`src/rtl/uart_rx_if.sv`:
```
// ============================================================================
// Module   : uart_rx_if
// Brief    : Receive-side bundle: serial line in, done strobe and word out.
//            Optional o_frame_err signal when UART_RX_FRAME_ERR_EN is defined.
// Revision : 1.0 - initial release
// ============================================================================
`default_nettype none

interface uart_rx_if #(
   parameter int PAYLOAD_BITS = 8
);
   logic                    i_serial_data;
   logic                    o_rx_done;
   logic [PAYLOAD_BITS-1:0] o_data;
`ifdef UART_RX_FRAME_ERR_EN
   logic                    o_frame_err;

   modport master (
      input  i_serial_data,
      output o_rx_done,
      output o_data,
      output o_frame_err
   );

   modport slave (
      input  i_serial_data,
      input  o_rx_done,
      input  o_data,
      input  o_frame_err
   );
`else
   modport master (
      input  i_serial_data,
      output o_rx_done,
      output o_data
   );

   modport slave (
      input  i_serial_data,
      input  o_rx_done,
      input  o_data
   );
`endif
endinterface

`default_nettype wire

```
`src/rtl/uart_rx.sv`:
```
// ============================================================================
// Module   : uart_rx
// Brief    : Mid-bit sampling serial receiver (start, PAYLOAD_BITS LSB first,
//            stop). Define UART_RX_FRAME_ERR_EN to add the o_frame_err strobe.
// Revision : 1.0 - initial release
// ============================================================================
`default_nettype none

module uart_rx #(
   parameter int BIT_RATE     = 115200,
   parameter int CLK_FREQ     = 10_000_000,
   parameter int PAYLOAD_BITS = 8
) (
   input  wire logic clk,
   input  wire logic reset_n,
   uart_rx_if.master bus
);

   localparam int c_cycles_per_bit = CLK_FREQ / BIT_RATE;
   localparam int c_half_bit       = c_cycles_per_bit / 2;
   localparam int c_cnt_w          = (c_cycles_per_bit > 1) ? $clog2(c_cycles_per_bit) : 1;
   localparam int c_bit_w          = $clog2(PAYLOAD_BITS + 1);

   localparam logic [c_cnt_w-1:0] c_cnt_last = c_cnt_w'(c_cycles_per_bit - 1);
   localparam logic [c_cnt_w-1:0] c_cnt_half = c_cnt_w'(c_half_bit - 1);
   localparam logic [c_bit_w-1:0] c_bit_last = c_bit_w'(PAYLOAD_BITS - 1);

   typedef enum logic [1:0] {
      S_IDLE  = 2'd0,
      S_START = 2'd1,
      S_DATA  = 2'd2,
      S_STOP  = 2'd3
   } state_t;

   state_t                  r_state;
   logic                    r_sync1;
   logic                    r_sync2;
   logic [c_cnt_w-1:0]      r_cnt;
   logic [c_bit_w-1:0]      r_bit_cnt;
   logic [PAYLOAD_BITS-1:0] r_shift;
   logic [PAYLOAD_BITS-1:0] r_data;
   logic                    r_rx_done;
   logic                    r_frame_err;
   logic                    w_rx_s;

   // Resetting to 1 keeps the release of reset from looking like a start edge.
   always_ff @(posedge clk or negedge reset_n) begin
      if (!reset_n) begin
         r_sync1 <= 1'b1;
         r_sync2 <= 1'b1;
      end else begin
         r_sync1 <= bus.i_serial_data;
         r_sync2 <= r_sync1;
      end
   end

   assign w_rx_s = r_sync2;

   always_ff @(posedge clk or negedge reset_n) begin
      if (!reset_n) begin
         r_state     <= S_IDLE;
         r_cnt       <= '0;
         r_bit_cnt   <= '0;
         r_shift     <= '0;
         r_data      <= '0;
         r_rx_done   <= 1'b0;
         r_frame_err <= 1'b0;
      end else begin
         r_rx_done   <= 1'b0;
         r_frame_err <= 1'b0;
         case (r_state)
            S_IDLE: begin
               r_cnt     <= '0;
               r_bit_cnt <= '0;
               if (!w_rx_s) begin
                  r_state <= S_START;
               end
            end
            S_START: begin
               if (r_cnt == c_cnt_half) begin
                  r_cnt   <= '0;
                  r_state <= w_rx_s ? S_IDLE : S_DATA;
               end else begin
                  r_cnt <= r_cnt + c_cnt_w'(1);
               end
            end
            S_DATA: begin
               if (r_cnt == c_cnt_last) begin
                  r_cnt   <= '0;
                  r_shift <= {w_rx_s, r_shift[PAYLOAD_BITS-1:1]};
                  if (r_bit_cnt == c_bit_last) begin
                     r_bit_cnt <= '0;
                     r_state   <= S_STOP;
                  end else begin
                     r_bit_cnt <= r_bit_cnt + c_bit_w'(1);
                  end
               end else begin
                  r_cnt <= r_cnt + c_cnt_w'(1);
               end
            end
            S_STOP: begin
               // Leaving at mid-stop lets a start bit right after one stop bit be caught.
               if (r_cnt == c_cnt_last) begin
                  r_cnt   <= '0;
                  r_state <= S_IDLE;
                  if (w_rx_s) begin
                     r_data    <= r_shift;
                     r_rx_done <= 1'b1;
                  end else begin
                     r_frame_err <= 1'b1;
                  end
               end else begin
                  r_cnt <= r_cnt + c_cnt_w'(1);
               end
            end
            default: begin
               r_state <= S_IDLE;
            end
         endcase
      end
   end

   assign bus.o_rx_done = r_rx_done;
   assign bus.o_data    = r_data;
`ifdef UART_RX_FRAME_ERR_EN
   assign bus.o_frame_err = r_frame_err;
`else
   logic w_unused_frame_err;
   assign w_unused_frame_err = r_frame_err;
`endif

endmodule

`default_nettype wire

```
`src/flat_wrapper.sv`:
```
// flat-port wrapper written by rule: the top's interface ports become plain ports
module uart_rx_flat 
#(
   parameter int BIT_RATE     = 115200,
   parameter int CLK_FREQ     = 10_000_000,
   parameter int PAYLOAD_BITS = 8
)
  (clk, reset_n, bus_i_serial_data, bus_o_rx_done, bus_o_data);
  uart_rx_if #(.PAYLOAD_BITS(PAYLOAD_BITS)) bus_i ();
  input  wire logic clk;
  input  wire logic reset_n;
  input wire logic [$bits(bus_i.i_serial_data)-1:0] bus_i_serial_data;
  output wire logic [$bits(bus_i.o_rx_done)-1:0] bus_o_rx_done;
  output wire logic [$bits(bus_i.o_data)-1:0] bus_o_data;
  assign bus_i.i_serial_data = bus_i_serial_data;
  assign bus_o_rx_done = bus_i.o_rx_done;
  assign bus_o_data = bus_i.o_data;
  uart_rx #(.BIT_RATE(BIT_RATE), .CLK_FREQ(CLK_FREQ), .PAYLOAD_BITS(PAYLOAD_BITS)) u_core (.clk(clk), .reset_n(reset_n), .bus(bus_i));
endmodule
```
`config.mk`:
```
export PLATFORM = sky130hd
export DESIGN_NAME = uart_rx_flat
export DESIGN_NICKNAME = d
export VERILOG_FILES = /design/src/rtl/uart_rx_if.sv /design/src/rtl/uart_rx.sv /design/src/flat_wrapper.sv
export SDC_FILE = /design/constraint.sdc
export NUM_CORES = 1
export LEC_CHECK = 0
export ABC_AREA = 0
export ABC_CLOCK_PERIOD_IN_PS = 2100
export BUFFER_PORTS_ARGS = -buffer_cell sky130_fd_sc_hd__buf_4
export CORE_AREA = 3 3 58 60
export CTS_CLUSTER_DIAMETER = 80
export CTS_CLUSTER_SIZE = 25
export DETAILED_ROUTE_END_ITERATION = 8
export DIE_AREA = 0 0 61 63
export GPL_TIMING_DRIVEN = 0
export PLACE_DENSITY_LB_ADDON = 0.25
export SYNTH_ARGS = -nofsm -noshare
export SYNTH_HDL_FRONTEND = slang
export SYNTH_SLANG_ARGS = --single-unit
```
`constraint.sdc`:
```
create_clock -name clk -period 2.1 [get_ports clk]
set_input_delay 0.63 -clock clk [delete_from_list [all_inputs] [get_ports clk]]
set_output_delay 0.63 -clock clk [all_outputs]
set_load 0.05 [all_outputs]
```
==> metrics.txt <==
result of the run=finished, final reports clean; setup fix buffers added after clock tree synthesis=0; drt via density=5.388; Register Area=803.3 µm²; gpl congestion=0.7804; Area growth, synth to finish=13.45%; placeable core region=~0.0030 mm²; Total Routed Length=2360 µm; overall die height=roughly 63 µm; later-pin clock latency in the skew report=330 ps; sequential-to-total area share from yosys stat=57.17%; FMAX=532.6 MHz; clk_skew=6.703 ps; combined global-route utilization of all metal layers=15.06%; VDD IR-drop max=312.6 µV; number of remaining DRC errors=0; part of the cycle the worst path needs=89.41%; Worst-path clk slew=around 90 ps; routed length per placed instance=roughly 14 µm; number of search-and-repair iterations in the first detailed-routing pass=4; clock sink count=32; LEAKAGE=approximately 0.8 nW; ys async rst share=100.0%; total of warnings raised by yosys=0; fraction of synthesized cell area taken by the top area cell type=53.43%; worst setup margin=222.4 ps; CTS tree=done; actual transition at the worst max-transition pin=392.0 ps; number of failing setup endpoints in the final timing report=0; combinational family with the most area after synthesis=multiplexers; total number of vias=slightly below 900; nets in the synthesized netlist=121; Syn Inst Count=114; fraction of layout cells with a size suffix above 1=between 30% and 40%; synthesized area per cell=12.33 µm²; maximum number of buffers from clock root to sink=2; CP endpoint kind=register; crit-path max FO=9; count of flip-flops with a built-in enable after synthesis=0; most numerous cell in the Yosys netlist=sky130_fd_sc_hd__dfrtp_1; Final Hold Fails=0; post-synthesis compound-gate area fraction=5.343%; number of routed nets with antenna violations=0; boundary pin count=12; endpoint arrival time on the critical path=2110 ps; via count of the first global-routing pass=920; synthesized-area fraction occupied by adder cells=between 3 and 4%; RSZ-0062 raised after global routing=no; share of the core filled with cells in the final layout=a little over half; top cells by area in the synthesized netlist=sky130_fd_sc_hd__dfrtp_1 (53%), sky130_fd_sc_hd__mux2_2 (14%), sky130_fd_sc_hd__dfstp_2 (3.7%), sky130_fd_sc_hd__ha_1 (3.6%), sky130_fd_sc_hd__xor2_1 (2.5%); cell type with the highest aggregate area in the netlist=sky130_fd_sc_hd__dfrtp_1; XOR/XNOR Fraction of Synth Area=slightly above 3%; share of synthesized area spent on multiplexers=14.34%; post-CTS sizing=0; library cells used by synthesis=32; flop and latch count out of synthesis=32; kind of start point of the critical path=register; area share of and/or/nand/nor cells after synthesis=a little over an eighth; antenna violations before repair=0; number of hold buffers added after cts=0; wire length of the first global-routing pass=4209 µm; TritonCTS Buffers=5; fill count=between 200 and 300; Detailed Place HPWL=1664 µm; effective utilization at floorplan=47.18%; area of the die=0.003843 mm²; power per unit of standard cell area=~690 mW/mm²; path class of the lowest-slack min-delay path=in2async; number of nets in the layout=139; input/output buffers=11; Antenna Cells=0; area of the multi-input gates=559.3 µm²; number of placement rows=20; largest net degree at the start of global routing=33; time the worst path needs with I/O delays and setup=1878 ps; remaining max-slew budget at the tightest pin=about three quarters; clock tree root buffer cell=sky130_fd_sc_hd__clkbuf_4; total number of H-tree levels=2; DRT iter0 DRCs=60; worst setup path category=reg2reg; number of pins with negative max-slew slack in the final report=0; Worst Path Required=2330 ps; Post-Place Setup Slack=190.6 ps; Setup TNS=0 ps; Main synth FF type=sky130_fd_sc_hd__dfrtp_1; most used standard cells in the synthesized netlist=sky130_fd_sc_hd__dfrtp_1 (30), sky130_fd_sc_hd__mux2_2 (17), sky130_fd_sc_hd__nor2_1 (8); grt ovf=0; max cap viols=0; chip width=around 60 µm; post-synth design cell area=0.001405 mm²
[logic make-up (layout without fill, tap and decap cells)]
| kind of cell | Yosys count | count (layout) |
|---|---|---|
| and+or+nand+nor | 34 | 34 |
| AOI/OAI and AO/OA | 11 | 11 |
| xor gates and xnor gates | 5 | 5 |
| adders and majority gates | 4 | 4 |
| muxes | 18 | 18 |
| DFF | 32 | 32 |
| buffers and inverters | 10 | 28 |
[metal layers]
metal / global-route usage [%] / vias to the layer above / wire length (µm)
met5: 0 / - / 0
li1: - / 438 / -
met3: 6.405 / 6 / 115
met1: 18.86 / 431 / 1064
met4: 6.504 / 0 / 49
met2: 22.33 / 14 / 1130
[where the power goes]
| part | total, W | switching (W) | leakage, nW | internal [W] |
|---|---|---|---|---|
| clock | 0.000393 | 0.000203 | 0.0374 | 0.000190 |
| combinational | 0.0000582 | 0.0000373 | 0.342 | 0.0000210 |
| sequential | 0.000647 | 0.0000166 | 0.430 | 0.000631 |
[sequential cells by signal, indices dropped and copies added, names as in the netlist, named ones only]
name	flops
u_core.r_sync2	1
u_core.r_shift	8
u_core.bus.o_rx_done	1
u_core.bus.o_data	8
u_core.r_state	1
u_core.r_sync1	1
u_core.r_cnt	7
u_core.r_bit_cnt	4
[final timing paths]
path,start,to,slack (ps),cells past startpoint
worst min-delay path,reset_n,u_core.r_bit_cnt[3],210,1
worst min register to register,u_core.r_sync1,u_core.r_sync2,360,0
max in group asynchronous,reset_n,u_core.r_sync2,1560,1
min in group clk,u_core.r_sync1,u_core.r_sync2,360,0
worst max-delay path,u_core.r_cnt[1],u_core.r_shift[3],220,7
worst max register to register,u_core.r_cnt[1],u_core.r_shift[3],220,7
[per-stage QoR]
stage	instances	power (W)	cell area (µm²)	hold WS [ps]
floorplan	114	0.0006927	1405	334.4
global placement	158	0.0007160	1529	348.5
detailed placement	158	0.0007195	1529	348.1
CTS	165	0.001115	1594	212.0
global route	165	0.001155	1594	214.6
finish	165	0.001098	1594	209.7
[cells in the final DEF, fill, tap and decap left out, types with 3 or more instances in the layout]
master	instances
sky130_fd_sc_hd__mux2_2	17
sky130_fd_sc_hd__nor2_1	8
sky130_fd_sc_hd__a31oi_1	3
sky130_fd_sc_hd__nand2_1	7
sky130_fd_sc_hd__nand3_1	6
sky130_fd_sc_hd__xor2_1	4
sky130_fd_sc_hd__and3_1	3
sky130_fd_sc_hd__dfrtp_1	30
sky130_fd_sc_hd__ha_1	4
sky130_fd_sc_hd__inv_1	6
sky130_fd_sc_hd__clkbuf_4	5
sky130_fd_sc_hd__buf_4	12
[area by class of cell]
type / instances / area share (%)
clock buffers: 7 / 4.082
inverters: 6 / 1.413
multi-input cells: 72 / 35.09
plain buffers: 4 / 1.256
repair buffers: 11 / 5.181
flip-flops and latches: 32 / 50.39
well taps: 33 / 2.590
[critical path: stages (launching register included)]
cell and delay [ps]:
sky130_fd_sc_hd__dfrtp_1 430, sky130_fd_sc_hd__inv_1 70, sky130_fd_sc_hd__ha_1 140, sky130_fd_sc_hd__nand4b_1 110
sky130_fd_sc_hd__nor3b_2 290, sky130_fd_sc_hd__and3_1 200, sky130_fd_sc_hd__buf_4 180, sky130_fd_sc_hd__mux2_2 340
Note: power is estimated with default switching activity, not from simulation.
